`src/rtl/sseg_display_ctrl.sv`:
```
// sseg_display_ctrl: converts a signed value to BCD (sequential double-dabble) and
// posts one digit write per cycle to sseg_array, applying minus-sign placement,
// decimal point and overflow dashes.
// Build option: SSEG_CTRL_LZB_EN -- when defined, leading zeros are blanked and the
// minus sign sits just left of the highest shown digit; when undefined, every digit
// is shown and the sign occupies the leftmost digit.
module sseg_display_ctrl #(
    parameter int unsigned SSEG_BITS = 2,
    parameter int unsigned SSEG_N    = 4,
    parameter int unsigned DATA_BITS = 14
) (
    input  logic                 clk,
    input  logic                 reset,
    input  logic                 start,
    input  logic [DATA_BITS-1:0] value,
    input  logic                 dp_en,
    input  logic [SSEG_BITS-1:0] dp_pos,
    output logic                 ready,
    output logic                 done_tick,
    output logic                 overflow,
    output logic                 wr,
    output logic [SSEG_BITS-1:0] sel,
    output logic [3:0]           val,
    output logic                 en,
    output logic                 sign,
    output logic                 dp
);
    localparam int unsigned BCD_W   = 4 * SSEG_N;
    localparam int unsigned TOP_W   = SSEG_BITS + 1;
    localparam int unsigned CNT_MAX = (DATA_BITS > SSEG_N) ? DATA_BITS : SSEG_N;
    localparam int unsigned CNT_W   = $clog2(CNT_MAX) + 1;
    localparam int unsigned MAG_MAX = 10 ** SSEG_N - 1;

    localparam logic [2:0] S_IDLE  = 3'd0;
    localparam logic [2:0] S_LOAD  = 3'd1;
    localparam logic [2:0] S_CONV  = 3'd2;
    localparam logic [2:0] S_WRITE = 3'd3;
    localparam logic [2:0] S_DONE  = 3'd4;

    // Add 3 to every BCD digit that is 5 or more (pre-shift correction).
    function automatic logic [BCD_W-1:0] add3(input logic [BCD_W-1:0] b);
        logic [BCD_W-1:0] r;
        r = b;
        for (int d = 0; d < int'(SSEG_N); d++)
            if (r[4*d +: 4] >= 4'd5) r[4*d +: 4] = r[4*d +: 4] + 4'd3;
        return r;
    endfunction

    // Index of the highest nonzero BCD digit, 0 when all digits are zero.
    function automatic logic [SSEG_BITS-1:0] msnz_of(input logic [BCD_W-1:0] b);
        logic [SSEG_BITS-1:0] m;
        m = '0;
        for (int d = 0; d < int'(SSEG_N); d++)
            if (b[4*d +: 4] != 4'd0) m = SSEG_BITS'(d);
        return m;
    endfunction

    logic [2:0]           state_r, state_n;
    logic [DATA_BITS-1:0] value_r, value_n;
    logic                 dp_en_r, dp_en_n;
    logic [SSEG_BITS-1:0] dp_pos_r, dp_pos_n;
    logic                 neg_r, neg_n;
    logic                 ovf_r, ovf_n;
    logic [DATA_BITS-1:0] bin_r, bin_n;
    logic [BCD_W-1:0]     bcd_r, bcd_n;
    logic [CNT_W-1:0]     cnt_r, cnt_n;
`ifdef SSEG_CTRL_LZB_EN
    logic [SSEG_BITS-1:0] top_r, top_n, top_c;
`endif

    logic                 ready_n, done_n, overflow_n, wr_n, en_n, sign_n, dp_n;
    logic [SSEG_BITS-1:0] sel_n;
    logic [3:0]           val_n;
    logic [TOP_W-1:0]     k;

    logic [DATA_BITS-1:0] mag;
    logic [BCD_W-1:0]     bcd_step;
    logic [DATA_BITS-1:0] bin_step;
    logic [SSEG_BITS-1:0] msnz;
    logic                 neg_ovf;

    // Double-dabble datapath and end-of-conversion digit analysis.
    assign mag      = value_r[DATA_BITS-1] ? (~value_r + DATA_BITS'(1)) : value_r;
    assign bcd_step = (add3(bcd_r) << 1) | BCD_W'(bin_r[DATA_BITS-1]);
    assign bin_step = bin_r << 1;
    assign msnz     = msnz_of(bcd_step);
`ifdef SSEG_CTRL_LZB_EN
    assign top_c    = (dp_en_r && (dp_pos_r > msnz)) ? dp_pos_r : msnz;
    assign neg_ovf  = neg_r && ((TOP_W'(top_c) + TOP_W'(1)) > TOP_W'(SSEG_N - 1));
`else
    assign neg_ovf  = neg_r && ((TOP_W'(msnz) + TOP_W'(1)) > TOP_W'(SSEG_N - 1));
`endif

    // Next-state, datapath and next-output logic; outputs follow the next state.
    always_comb begin
        state_n    = state_r;
        value_n    = value_r;
        dp_en_n    = dp_en_r;
        dp_pos_n   = dp_pos_r;
        neg_n      = neg_r;
        ovf_n      = ovf_r;
        bin_n      = bin_r;
        bcd_n      = bcd_r;
        cnt_n      = cnt_r;
`ifdef SSEG_CTRL_LZB_EN
        top_n      = top_r;
`endif
        overflow_n = overflow;
        ready_n    = 1'b0;
        done_n     = 1'b0;
        wr_n       = 1'b0;
        sel_n      = '0;
        val_n      = 4'd0;
        en_n       = 1'b0;
        sign_n     = 1'b0;
        dp_n       = 1'b0;
        k          = '0;

        case (state_r)
            S_IDLE: begin
                if (start) begin
                    value_n    = value;
                    dp_en_n    = dp_en;
                    dp_pos_n   = dp_pos;
                    overflow_n = 1'b0;
                    state_n    = S_LOAD;
                end
            end
            S_LOAD: begin
                neg_n = value_r[DATA_BITS-1];
                bin_n = mag;
                bcd_n = '0;
                cnt_n = '0;
                ovf_n = 1'b0;
                if (32'(mag) > MAG_MAX) begin
                    ovf_n   = 1'b1;
                    cnt_n   = CNT_W'(SSEG_N - 1);
                    state_n = S_WRITE;
                end else begin
                    state_n = S_CONV;
                end
            end
            S_CONV: begin
                bcd_n = bcd_step;
                bin_n = bin_step;
                cnt_n = cnt_r + CNT_W'(1);
                if (cnt_r == CNT_W'(DATA_BITS - 1)) begin
                    ovf_n   = neg_ovf;
`ifdef SSEG_CTRL_LZB_EN
                    top_n   = top_c;
`endif
                    cnt_n   = CNT_W'(SSEG_N - 1);
                    state_n = S_WRITE;
                end
            end
            S_WRITE: begin
                if (cnt_r == '0) state_n = S_DONE;
                else             cnt_n   = cnt_r - CNT_W'(1);
            end
            S_DONE:  state_n = S_IDLE;
            default: state_n = S_IDLE;
        endcase

        ready_n = (state_n == S_IDLE);
        if (state_n == S_DONE) begin
            done_n     = 1'b1;
            overflow_n = ovf_n;
        end
        if (state_n == S_WRITE) begin
            k     = TOP_W'(cnt_n);
            wr_n  = 1'b1;
            sel_n = SSEG_BITS'(cnt_n);
            if (ovf_n) begin
                en_n   = 1'b1;
                sign_n = 1'b1;
            end else begin
                for (int d = 0; d < int'(SSEG_N); d++)
                    if (TOP_W'(d) == k) val_n = bcd_n[4*d +: 4];
`ifdef SSEG_CTRL_LZB_EN
                en_n   = (k <= TOP_W'(top_n)) ||
                         (neg_n && (k == TOP_W'(top_n) + TOP_W'(1)));
                sign_n = neg_n && (k == TOP_W'(top_n) + TOP_W'(1));
`else
                en_n   = 1'b1;
                sign_n = neg_n && (k == TOP_W'(SSEG_N - 1));
`endif
                dp_n   = dp_en_n && (k == TOP_W'(dp_pos_n));
            end
        end
    end

    // State, datapath and registered outputs; reset aborts immediately.
    always_ff @(posedge clk or negedge reset) begin
        if (!reset) begin
            state_r   <= S_IDLE;
            value_r   <= '0;
            dp_en_r   <= 1'b0;
            dp_pos_r  <= '0;
            neg_r     <= 1'b0;
            ovf_r     <= 1'b0;
            bin_r     <= '0;
            bcd_r     <= '0;
            cnt_r     <= '0;
`ifdef SSEG_CTRL_LZB_EN
            top_r     <= '0;
`endif
            ready     <= 1'b1;
            done_tick <= 1'b0;
            overflow  <= 1'b0;
            wr        <= 1'b0;
            sel       <= '0;
            val       <= 4'd0;
            en        <= 1'b0;
            sign      <= 1'b0;
            dp        <= 1'b0;
        end else begin
            state_r   <= state_n;
            value_r   <= value_n;
            dp_en_r   <= dp_en_n;
            dp_pos_r  <= dp_pos_n;
            neg_r     <= neg_n;
            ovf_r     <= ovf_n;
            bin_r     <= bin_n;
            bcd_r     <= bcd_n;
            cnt_r     <= cnt_n;
`ifdef SSEG_CTRL_LZB_EN
            top_r     <= top_n;
`endif
            ready     <= ready_n;
            done_tick <= done_n;
            overflow  <= overflow_n;
            wr        <= wr_n;
            sel       <= sel_n;
            val       <= val_n;
            en        <= en_n;
            sign      <= sign_n;
            dp        <= dp_n;
        end
    end

endmodule
```
`config.mk`:
```
export PLATFORM = sky130hd
export DESIGN_NAME = sseg_display_ctrl
export DESIGN_NICKNAME = d
export VERILOG_FILES = /design/src/rtl/sseg_display_ctrl.sv
export SDC_FILE = /design/constraint.sdc
export NUM_CORES = 1
export LEC_CHECK = 0
export BUFFER_PORTS_ARGS = -buffer_cell sky130_fd_sc_hd__buf_2
export CORE_ASPECT_RATIO = 0.6
export CORE_MARGIN = 2
export CORE_UTILIZATION = 38
export CTS_CLUSTER_DIAMETER = 80
export DETAILED_ROUTE_END_ITERATION = 10
export PLACE_DENSITY = 0.6
export REMOVE_ABC_BUFFERS = 1
export SYNTH_ARGS = -nofsm -noshare
export SYNTH_HDL_FRONTEND = slang
export SYNTH_SLANG_ARGS = --single-unit
```
`constraint.sdc`:
```
create_clock -name clk -period 3.55 [get_ports clk]
set_clock_uncertainty 0.2 [all_clocks]
set_input_delay 0.5325 -clock clk [delete_from_list [all_inputs] [get_ports clk]]
set_output_delay 0.5325 -clock clk [all_outputs]
set_load 0.05 [all_outputs]
```
* Word-level counts from Yosys, hierarchy flattened
Cells that the tools add are included.
W data, S select, Z words.
** Cells by class
- $lt $le $gt $ge :: 6
- Muxes and demuxes :: 43
- Reduce and logical (&&, ||, !) cells :: 17
- Equal/unequal tests :: 12
- $add $sub $neg :: 8
- Bitwise operators :: 2
** Operators by type and width (count)
- $mux W4 :: 9
- $pmux W16 S2 :: 1
- $pmux W14 S2 :: 1
- $ge A4 B3 Y1 const B :: 4
- $mux W1 :: 16
- $or A16 B1 Y16 :: 1
- $pmux W5 S3 :: 1
- $add A14 B1 Y14 const B :: 1
- $gt A14 B14 Y1 const B :: 1
- $mux W14 :: 1
- $not A14 Y14 :: 1
- $add A4 B2 Y4 const B :: 3
- $eq A3 B2 Y1 const B :: 4
- $mux W2 :: 6
- $mux W3 :: 4
- $pmux W3 S4 :: 1
- $reduce_bool A4 Y1 :: 3
- $mux W5 :: 2
- $logic_not A3 Y1 :: 3
- $eq A2 B3 Y1 const A :: 2
- $reduce_and A2 Y1 :: 3
- $reduce_bool A2 Y1 :: 3
- $add A5 B1 Y5 const B :: 1
- $eq A5 B4 Y1 const B :: 1
- 13 further kinds :: 15
** Storage, ports and cells
- Logic and storage cells :: 106
- Register bits after elaboration :: 69
- Bits of input ports :: 20
- Output and inout port bits :: 13

* Logic depth before layout (Yosys ltp)
Gate-level depths: netlist of run 1.
- Word-level depth :: 14
- Gate-level depth with buffers :: 11
- Gate-level depth less buffers :: 9

* Least setup slack after synthesis of run 1
OpenSTA, ideal clock, no wires.
- Path kind :: register to register
- Start point :: reg cnt_r[0]
- End point :: reg sign
- Setup slack :: 660 ps
- Setup time :: 65 ps
- Data arrival time :: 2625 ps
- Data required time :: 3285 ps
- Stages on the path, launching flop included :: 11
- Clock period less this slack :: 2890 ps
- Buffers on the path :: 1
- Cell sequence :: dfrtp_1 > inv_1 > ha_1 > or4b_2 > clkbuf_1 > and3_1 > a311o_1 > a31oi_1 > o21ai_2 > nor4b_1 > o21a_1
** Between the ends
- Longest elaborated chain between the ends :: 7
- Elaborated cells between the ends (all ways) :: 17
- Those cells by class :: 2 x add/sub; 3 x eq/ne; 10 x mux; 2 x reduce/logical
** RTL lines
- start: declaration :: RTL line 66 : logic [CNT_W-1:0] cnt_r, cnt_n;
- start signal: assignment :: RTL line 225 : cnt_r <= cnt_n;
- $sub A5 B1 Y5, or another cell as far along :: RTL line 158 : else cnt_n = cnt_r - CNT_W'(1);
- $mux W5, on equally long branches :: RTL line 157, 147
- $pmux W5 S3 :: RTL line 119 : case (state_r)
- $eq A3 B2 Y1 :: RTL line 185 : sign_n = neg_n && (k == TOP_W'(SSEG_N - 1));
- $logic_and A1 B1 Y1 :: RTL line 185
- $mux W1 :: RTL line 173 : if (ovf_n) begin
- $mux W1 * :: RTL line 169 : if (state_n == S_WRITE) begin
- via sign_n :: RTL line 71 : logic ready_n, done_n, overflow_n, wr_n, en_n, sign_n, dp_n;
- end signal: assignment :: RTL line 236 : sign <= sign_n;
- end: declaration :: RTL line 25 : output logic sign,
The timed path passes the listed nets; every way through them passes the cells marked *. The select of a mux whose other input is x is not followed.
A chain may end at the register's enable or synchronous reset.

* Worst setup path in the final report of run 1
- Start point :: reg cnt_r[1]
- End point :: reg val[1]
** Between the ends
- Longest elaborated chain between the ends :: 10
- Elaborated cells between the ends (all ways) :: 23
- Those cells by class :: 2 x add/sub; 5 x eq/ne; 14 x mux; 2 x reduce/logical
** RTL lines
- $sub A5 B1 Y5, or another cell as far along :: RTL line 158
- $mux W5, on equally long branches :: RTL line 157, 147
- $pmux W5 S3 :: RTL line 119
- $logic_not A3 Y1 :: RTL line 178 : if (TOP_W'(d) == k) val_n = bcd_n[4*d +: 4];
- $mux W4 (4 in series) :: RTL line 178
- $mux W4 :: RTL line 173
- $mux W4 * :: RTL line 169
- via val_n[1] :: RTL line 73 : logic [3:0] val_n;
- end signal: assignment :: RTL line 234 : val <= val_n;
- end: declaration :: RTL line 23 : output logic [3:0] val,
Marked as above.

==> metrics.yaml, run 1 <==
status: "complete, no violations"
synth_top_area_frac: 0.4396
avgRoutedWirePerCell_um: 15.66
rsz0062_at_grt: "no"
grt_first_pass_wirelength_mm: 14.50
die_h_um: 82.18
drv_cap: 0
rows: 28
p_sw_frac: 0.4466
die_w_um: 134.3
ys_ff_latch: 69
firstDrtPassIters: 4
clock_power_share: 0.186
cts_sinks: 69
worst_setup_path_end_kind: "flop"
slew_violations: 0
nNetsFinal: 446
cts_resized: 0
ys_warn_count: 0
postLayoutCellArea_um2: 4436
dr.first_iter.drc_count: 175
crit_path_start_kind: "flop"
hold_buffers: 0
syn-cell-area_um2: 3871
seq_area_frac_synth: 0.4463
whs_ns: 0.1717
ir_drop_v: 0.0004877
cts_tree: "built"
synth_commonest_cells: "68 x dfrtp_1, 32 x nand2_1, 31 x o21ai_0"
clock.fmax_mhz: 309.2
first_global_vias: 2840
path_class: "flop to flop"
holdCritPathClass: "primary input to asynchronous set/reset pin"
start_util: 0.3918
coreArea_um2: 9879
period_share: 0.9110
layout_min_cycle_time_ns: 3.234
place.gp.congestion: 0.9075
power.switching_w: 0.001996
cts_setup_buffers: 0
gr-usage-all-layers: 0.1711
diodes: 0
cts_buffers: 9
ys_async_sr_fraction: 1.000
worstPathRequired_ns: 3.54
design.portCount: 33
fill_cells: 969
synth_most_common_cell: "dfrtp_1"
avgSynthCellArea_um2: 9.977
final_antenna_net_count: 0
die-area_um2: 11040
use_met1: 0.2551
h-tree-depth: 3
synthDistinctLibCells: 68
relSlewSlack: 0.4009
synth_edf_count: 0
power_leakage_nw: 1.987
met3_usage: 0.05983
worst_pin_slew_ns: 0.8986
grt_antenna_before_repair: 0
drcViolationCount: 0
synthCells: 388
syn_to_final_growth_pct: 14.58
pwr-share-seq: 0.315
vias_per_cell: 5.484
port_buffers: 32
utilization: 0.4490
wl_mm: 8.677
clockBufferDepth: 2
powerDensity_nw_per_um2: 1008
crit_fanout: 8
hold_viol_final: 0
grt_max_degree: 70
use_met2: 0.2398
synth-main-ff-cell: "dfrtp_1"
yosys.area.top_type: "dfrtp_1"
path_clk_slew_ns: 0.06
clock-root-buffer: "clkbuf_16"
yosys-top-cells-area: "dfrtp_1 44%, mux2_2 4.4%, o21ai_0 4.0%"
finalSetupViolCount: 0
p_int_w: 0.002473
insertion_delay_ns: 0.33
num_vias: 3038
place.detailed.hpwl_mm: 6.213
arrival_ns: 3.22
power.share.combinational: 0.499
placed_area_um2: 4155
grt_overflow: 0
grt_busiest_layer: "met1"
drive_above_1_share: 0.2053
critical path, cell delays in order (launching register included):
cell	delay (ns)
dfrtp_1	0.43
inv_1	0.15
ha_1	0.23
or4b_2	0.69
and3_1	0.22
a311o_1	0.36
a31oi_1	0.23
o21ai_2	0.17
nor2_1	0.27
a221oi_1	0.13
per-layer routing:
metal / wire (um) / vias up
met5: 0 / -
met4: 33 / 0
met3: 483 / 5
met2: 3554 / 70
met1: 4606 / 1493
li1: - / 1470
power groups by stage:
stage	clock network [W]	logic [W]	registers [W]
after floorplan	0	0.00152	0.00147
after global placement	0	0.00219	0.00140
after detailed placement	0	0.00221	0.00141
after CTS	0.000857	0.00223	0.00140
after global routing	0.000897	0.00249	0.00145
final	0.000833	0.00223	0.00141
layout make-up:
class | instances | area, um^2 | area share
Multi-Input combinational cell | 276 | 1967 | 0.4434
Clock buffer | 13 | 260.3 | 0.05867
Inverter | 17 | 63.81 | 0.01439
Timing Repair Buffer | 41 | 227.7 | 0.05134
Tap cell | 135 | 168.9 | 0.03808
Clock inverter | 3 | 20.02 | 0.004513
Sequential cell | 69 | 1728 | 0.3896
placed cells by master, fill, tap and decap left out, types with 4 or more instances in the layout:
master / synthesis / final
mux2_2: 15 / 15
nor2b_1: 5 / 5
a22o_1: 5 / 5
nand2_1: 32 / 32
buf_2: 1 / 32
o21ai_0: 31 / 31
and3_1: 4 / 4
a21o_1: 5 / 5
a21oi_1: 20 / 20
dfrtp_1: 68 / 68
nand2b_1: 8 / 8
mux2i_1: 12 / 12
a221oi_1: 4 / 4
clkbuf_16: 0 / 9
o31ai_1: 7 / 7
nor2_1: 27 / 27
xor2_1: 11 / 11
xnor2_1: 7 / 7
buf_4: 1 / 9
ha_1: 12 / 12
inv_1: 17 / 17
o22ai_1: 6 / 6
final timing paths:
check                          start  slack, ns    endpoint  cells after the start
max reg2reg                 cnt_r[1]       0.32      val[1]                      9
min in group clk            value[1]       0.21  value_r[1]                      3
max                         cnt_r[1]       0.32      val[1]                      9
min reg2reg                bin_r[12]       0.28   bin_r[12]                      2
min                            reset       0.17  value_r[6]                      2
max in group asynchronous      reset       2.35    bin_r[9]                      2
cell families (layout without fill, tap and decap cells):
family	count (synthesis)	count (layout)	share of synthesized area
AO/OA/AOI/OAI	110	110	0.2023
XOR/XNOR	19	19	0.04493
adder cells (fa/ha/maj)	12	12	0.03878
buffers and inverters	43	74	0.04686
flip-flops	69	69	0.4463
multiplexers	27	27	0.07466
AND/OR/NAND/NOR	108	108	0.1461
state kept, by name, summed over array words and instances, names as in the netlist, 2 cells and up:
register,count
val,4
bcd_r,16
dp_pos_r,2
state_r,3
value_r,14
bin_r,14
sel,2
cnt_r,5
through the flow:
step | instances | power, W | TNS [ns] | setup slack, ns
after CTS | 554 | 0.004490 | 0 | 0.3791
final | 554 | 0.004469 | 0 | 0.3159
after floorplan | 362 | 0.002992 | -0.4002 | -0.09323
after global routing | 554 | 0.004836 | 0 | 0.1499
after detailed placement | 538 | 0.003626 | 0 | 0.4398
after global placement | 538 | 0.003593 | 0 | 0.4671
No activity file was read; power rests on OpenSTA's default activity.
==> run 2: changes to the inputs <==
--- a/config.mk
+++ b/config.mk
@@ -5,11 +5,13 @@
 export SDC_FILE = /design/constraint.sdc
 export NUM_CORES = 1
 export LEC_CHECK = 0
+export ABC_AREA = 1
 export BUFFER_PORTS_ARGS = -buffer_cell sky130_fd_sc_hd__buf_2
 export CORE_ASPECT_RATIO = 0.6
 export CORE_MARGIN = 2
 export CORE_UTILIZATION = 38
 export CTS_CLUSTER_DIAMETER = 80
+export CTS_CLUSTER_SIZE = 10
 export DETAILED_ROUTE_END_ITERATION = 10
 export PLACE_DENSITY = 0.6
 export REMOVE_ABC_BUFFERS = 1
==> run 2 against run 1 <==
Net effect: die area decreased by 0.31%; core utilization is 0.41 points higher; cell count up 17%; via count up 5.5%; flip-flop and latch count unchanged.
==> metrics.yaml, run 2 <==
placed_area_um2: 4136  # was 4155 um^2
worstPathRequired_ns: 3.60  # was 3.54 ns
ir_drop_v: 0.0004842  # was 0.0004877 V
ys_async_sr_fraction: 1.000  # unchanged
cts_setup_buffers: 0  # unchanged
coreArea_um2: 9879  # unchanged
worstSetupStartpoint: "state_r[1]"  # was cnt_r[1]
rows: 28  # unchanged
synth_edf_count: 0  # unchanged
synth_most_common_cell: "nand2_1"  # was dfrtp_1
syn_to_final_growth_pct: 15.99  # was 14.58%
final_antenna_net_count: 0  # unchanged
powerDensity_nw_per_um2: 1072  # was 1008 nW/um^2
diodes: 0  # unchanged
cts_buffers: 9  # unchanged
port_buffers: 32  # unchanged
h-tree-depth: 3  # unchanged
met3_usage: 0.04383  # was 0.05983
synth-main-ff-cell: "dfrtp_1"  # unchanged
largest_reg_flops: 16  # unchanged
clockBufferDepth: 2  # unchanged
path_clk_slew_ns: 0.06  # about the same
final_common_cell: "nand2_1"  # was dfrtp_1
avgRoutedWirePerCell_um: 14.36  # was 15.66 um
wl_mm: 9.337  # was 8.677 mm
slew_violations: 0  # unchanged
synth_top_area_frac: 0.4410  # was 0.4396
design.portCount: 33  # unchanged
synthDistinctLibCells: 41  # was 68
clock-root-buffer: "clkbuf_16"  # unchanged
cts_sinks: 69  # unchanged
gr-usage-all-layers: 0.1878  # was 0.1711
synthCells: 479  # was 388
grt_antenna_before_repair: 0  # unchanged
drive_above_1_share: 0.1709  # was 0.2053
yosys-top-cells-area: "dfrtp_1 44%, nand2_1 8.6%, o21ai_0 7.9%"  # was dfrtp_1 44%, mux2_2 4.4%, o21ai_0 4.0%
drcViolationCount: 0  # unchanged
fin_cells: 650  # was 554
vias_per_cell: 4.929  # was 5.484
largestRegisters: "bcd_r x16, bin_r x14, value_r x14"  # unchanged
hold_buffers: 0  # unchanged
avgSynthCellArea_um2: 8.056  # was 9.977 um^2
syn-cell-area_um2: 3859  # was 3871 um^2
insertion_delay_ns: 0.33  # about the same
cts_tree: "built"  # unchanged
clock.fmax_mhz: 377.6  # was 309.2 MHz
crit_path_start_kind: "flop"  # unchanged
die_h_um: 82.06  # was 82.18 um
worst_pin_slew_ns: 0.8696  # was 0.8986 ns
relSlewSlack: 0.4203  # was 0.4009
nNetsFinal: 542  # was 446
dr.first_iter.drc_count: 170  # was 175
yosys.area.top_type: "dfrtp_1"  # unchanged
crit_fanout: 25  # was 8
grt_overflow: 0  # unchanged
synth_commonest_cells: "88 x nand2_1, 68 x dfrtp_1, 67 x inv_1"  # was 68 x dfrtp_1, 32 x nand2_1, 31 x o21ai_0
die_w_um: 134.1  # was 134.3 um
grt_first_pass_wirelength_mm: 15.76  # was 14.50 mm
use_met2: 0.2533  # was 0.2398
num_vias: 3204  # was 3038
start_util: 0.3906  # was 0.3918
seq_area_frac_synth: 0.4478  # was 0.4463
rsz0062_at_grt: "no"  # unchanged
ys_ff_latch: 69  # unchanged
place.detailed.hpwl_mm: 6.894  # was 6.213 mm
status: "complete, no violations"  # unchanged
grt_max_degree: 37  # was 70
layout_common_cells: "88 x nand2_1, 68 x dfrtp_1, 67 x inv_1"  # was 68 x dfrtp_1, 32 x nand2_1, 32 x buf_2
r2r_cells: 8  # was 9
firstDrtPassIters: 4  # unchanged
path_class: "flop to flop"  # unchanged
use_met1: 0.2908  # was 0.2551
period_share: 0.7460  # was 0.9110
die-area_um2: 11000  # was 11040 um^2
holdCritPathClass: "primary input to asynchronous set/reset pin"  # unchanged
hold_viol_final: 0  # unchanged
finalSetupViolCount: 0  # unchanged
regMostFlops: "bcd_r"  # unchanged
ys_warn_count: 0  # unchanged
first_global_vias: 3040  # was 2840
r2r_start: "state_r[1]"  # was cnt_r[1]
postLayoutCellArea_um2: 4476  # was 4436 um^2
layout_min_cycle_time_ns: 2.648  # was 3.234 ns
dpl.cell_count: 634  # was 538
grt_busiest_layer: "met1"  # unchanged
worst_setup_path_end_kind: "flop"  # unchanged
place.gp.congestion: 0.8764  # was 0.9075
whs_ns: 0.1133  # was 0.1717 ns
cts_resized: 0  # unchanged
drv_cap: 0  # unchanged
power_leakage_nw: 2.156  # was 1.987 nW
finalSetupTns_ns: 0  # unchanged
arrival_ns: 2.70  # was 3.22 ns
==> run 2: changes by cell type after synthesis, sizes merged, moves of 8 or more <==
cell,before,now
inv,17,76
clkbuf,21,9
o21ai,33,63
nand4,3,11
mux2i,12,0
nand2b,8,0
nand2,32,95
nor2,27,48
nand3,3,23
mux2,15,0
==> run 2: cell families after synthesis <==
group,count (synthesis),share of synthesized area
adder cells (fa/ha/maj),12,0.03891
AND/OR/NAND/NOR,188,0.2374
AO/OA/AOI/OAI,102,0.1443
buffers and inverters,91,0.09306
flip-flops,69,0.4478
XOR/XNOR,17,0.03859
==> run 2: area by class of cell <==
type	instances	area [um^2]
sequential	69	1728
timing repair buffer	35	182.7
fill	985	5404
clock inverter	7	113.9
tap	135	168.9
clock buffer	9	225.2
multi-input combinational	319	1772
inverter	76	285.3
==> run 2: metrics by stage <==
step                utilization  setup WS (ns)  power (W)
floorplan                     -          1.388   0.003103
global placement         0.4187         0.9284   0.003723
detailed placement       0.4187         0.8224   0.003758
CTS                      0.4530         0.9180   0.004793
global route             0.4530         0.6880   0.005206
finish                   0.4530         0.9017   0.004799
==> run 2: where the power goes <==
group	internal [W]	switching [W]	total, W
Sequential	0.00111	0.000243	0.00136
Combinational	0.000720	0.00170	0.00242
Clock	0.000683	0.000336	0.00102
==> run 2: final timing paths <==
path	slack [ns]	end
worst max-delay path	0.90	dp
max in group asynchronous	2.25	en
worst min-delay path	0.11	value_r[10]
worst min register to register	0.28	bin_r[0]
worst max register to register	0.90	dp
min in group clk	0.19	value_r[11]
==> run 2: critical path, cell delays in order, from the launching register on <==
cell,delay (ns)
dfrtp_1,0.42
nor3_1,0.23
nand2_1,0.37
inv_1,0.68
or2_2,0.22
o21ai_0,0.11
nand2_1,0.10
nand4_1,0.08
nor2_1,0.15
==> run 2: per-layer routing <==
layer  wire (um)  vias up
met5           0        -
met4          96        0
met3         488        8
met2        3535       76
met1        5217     1503
li1            -     1617
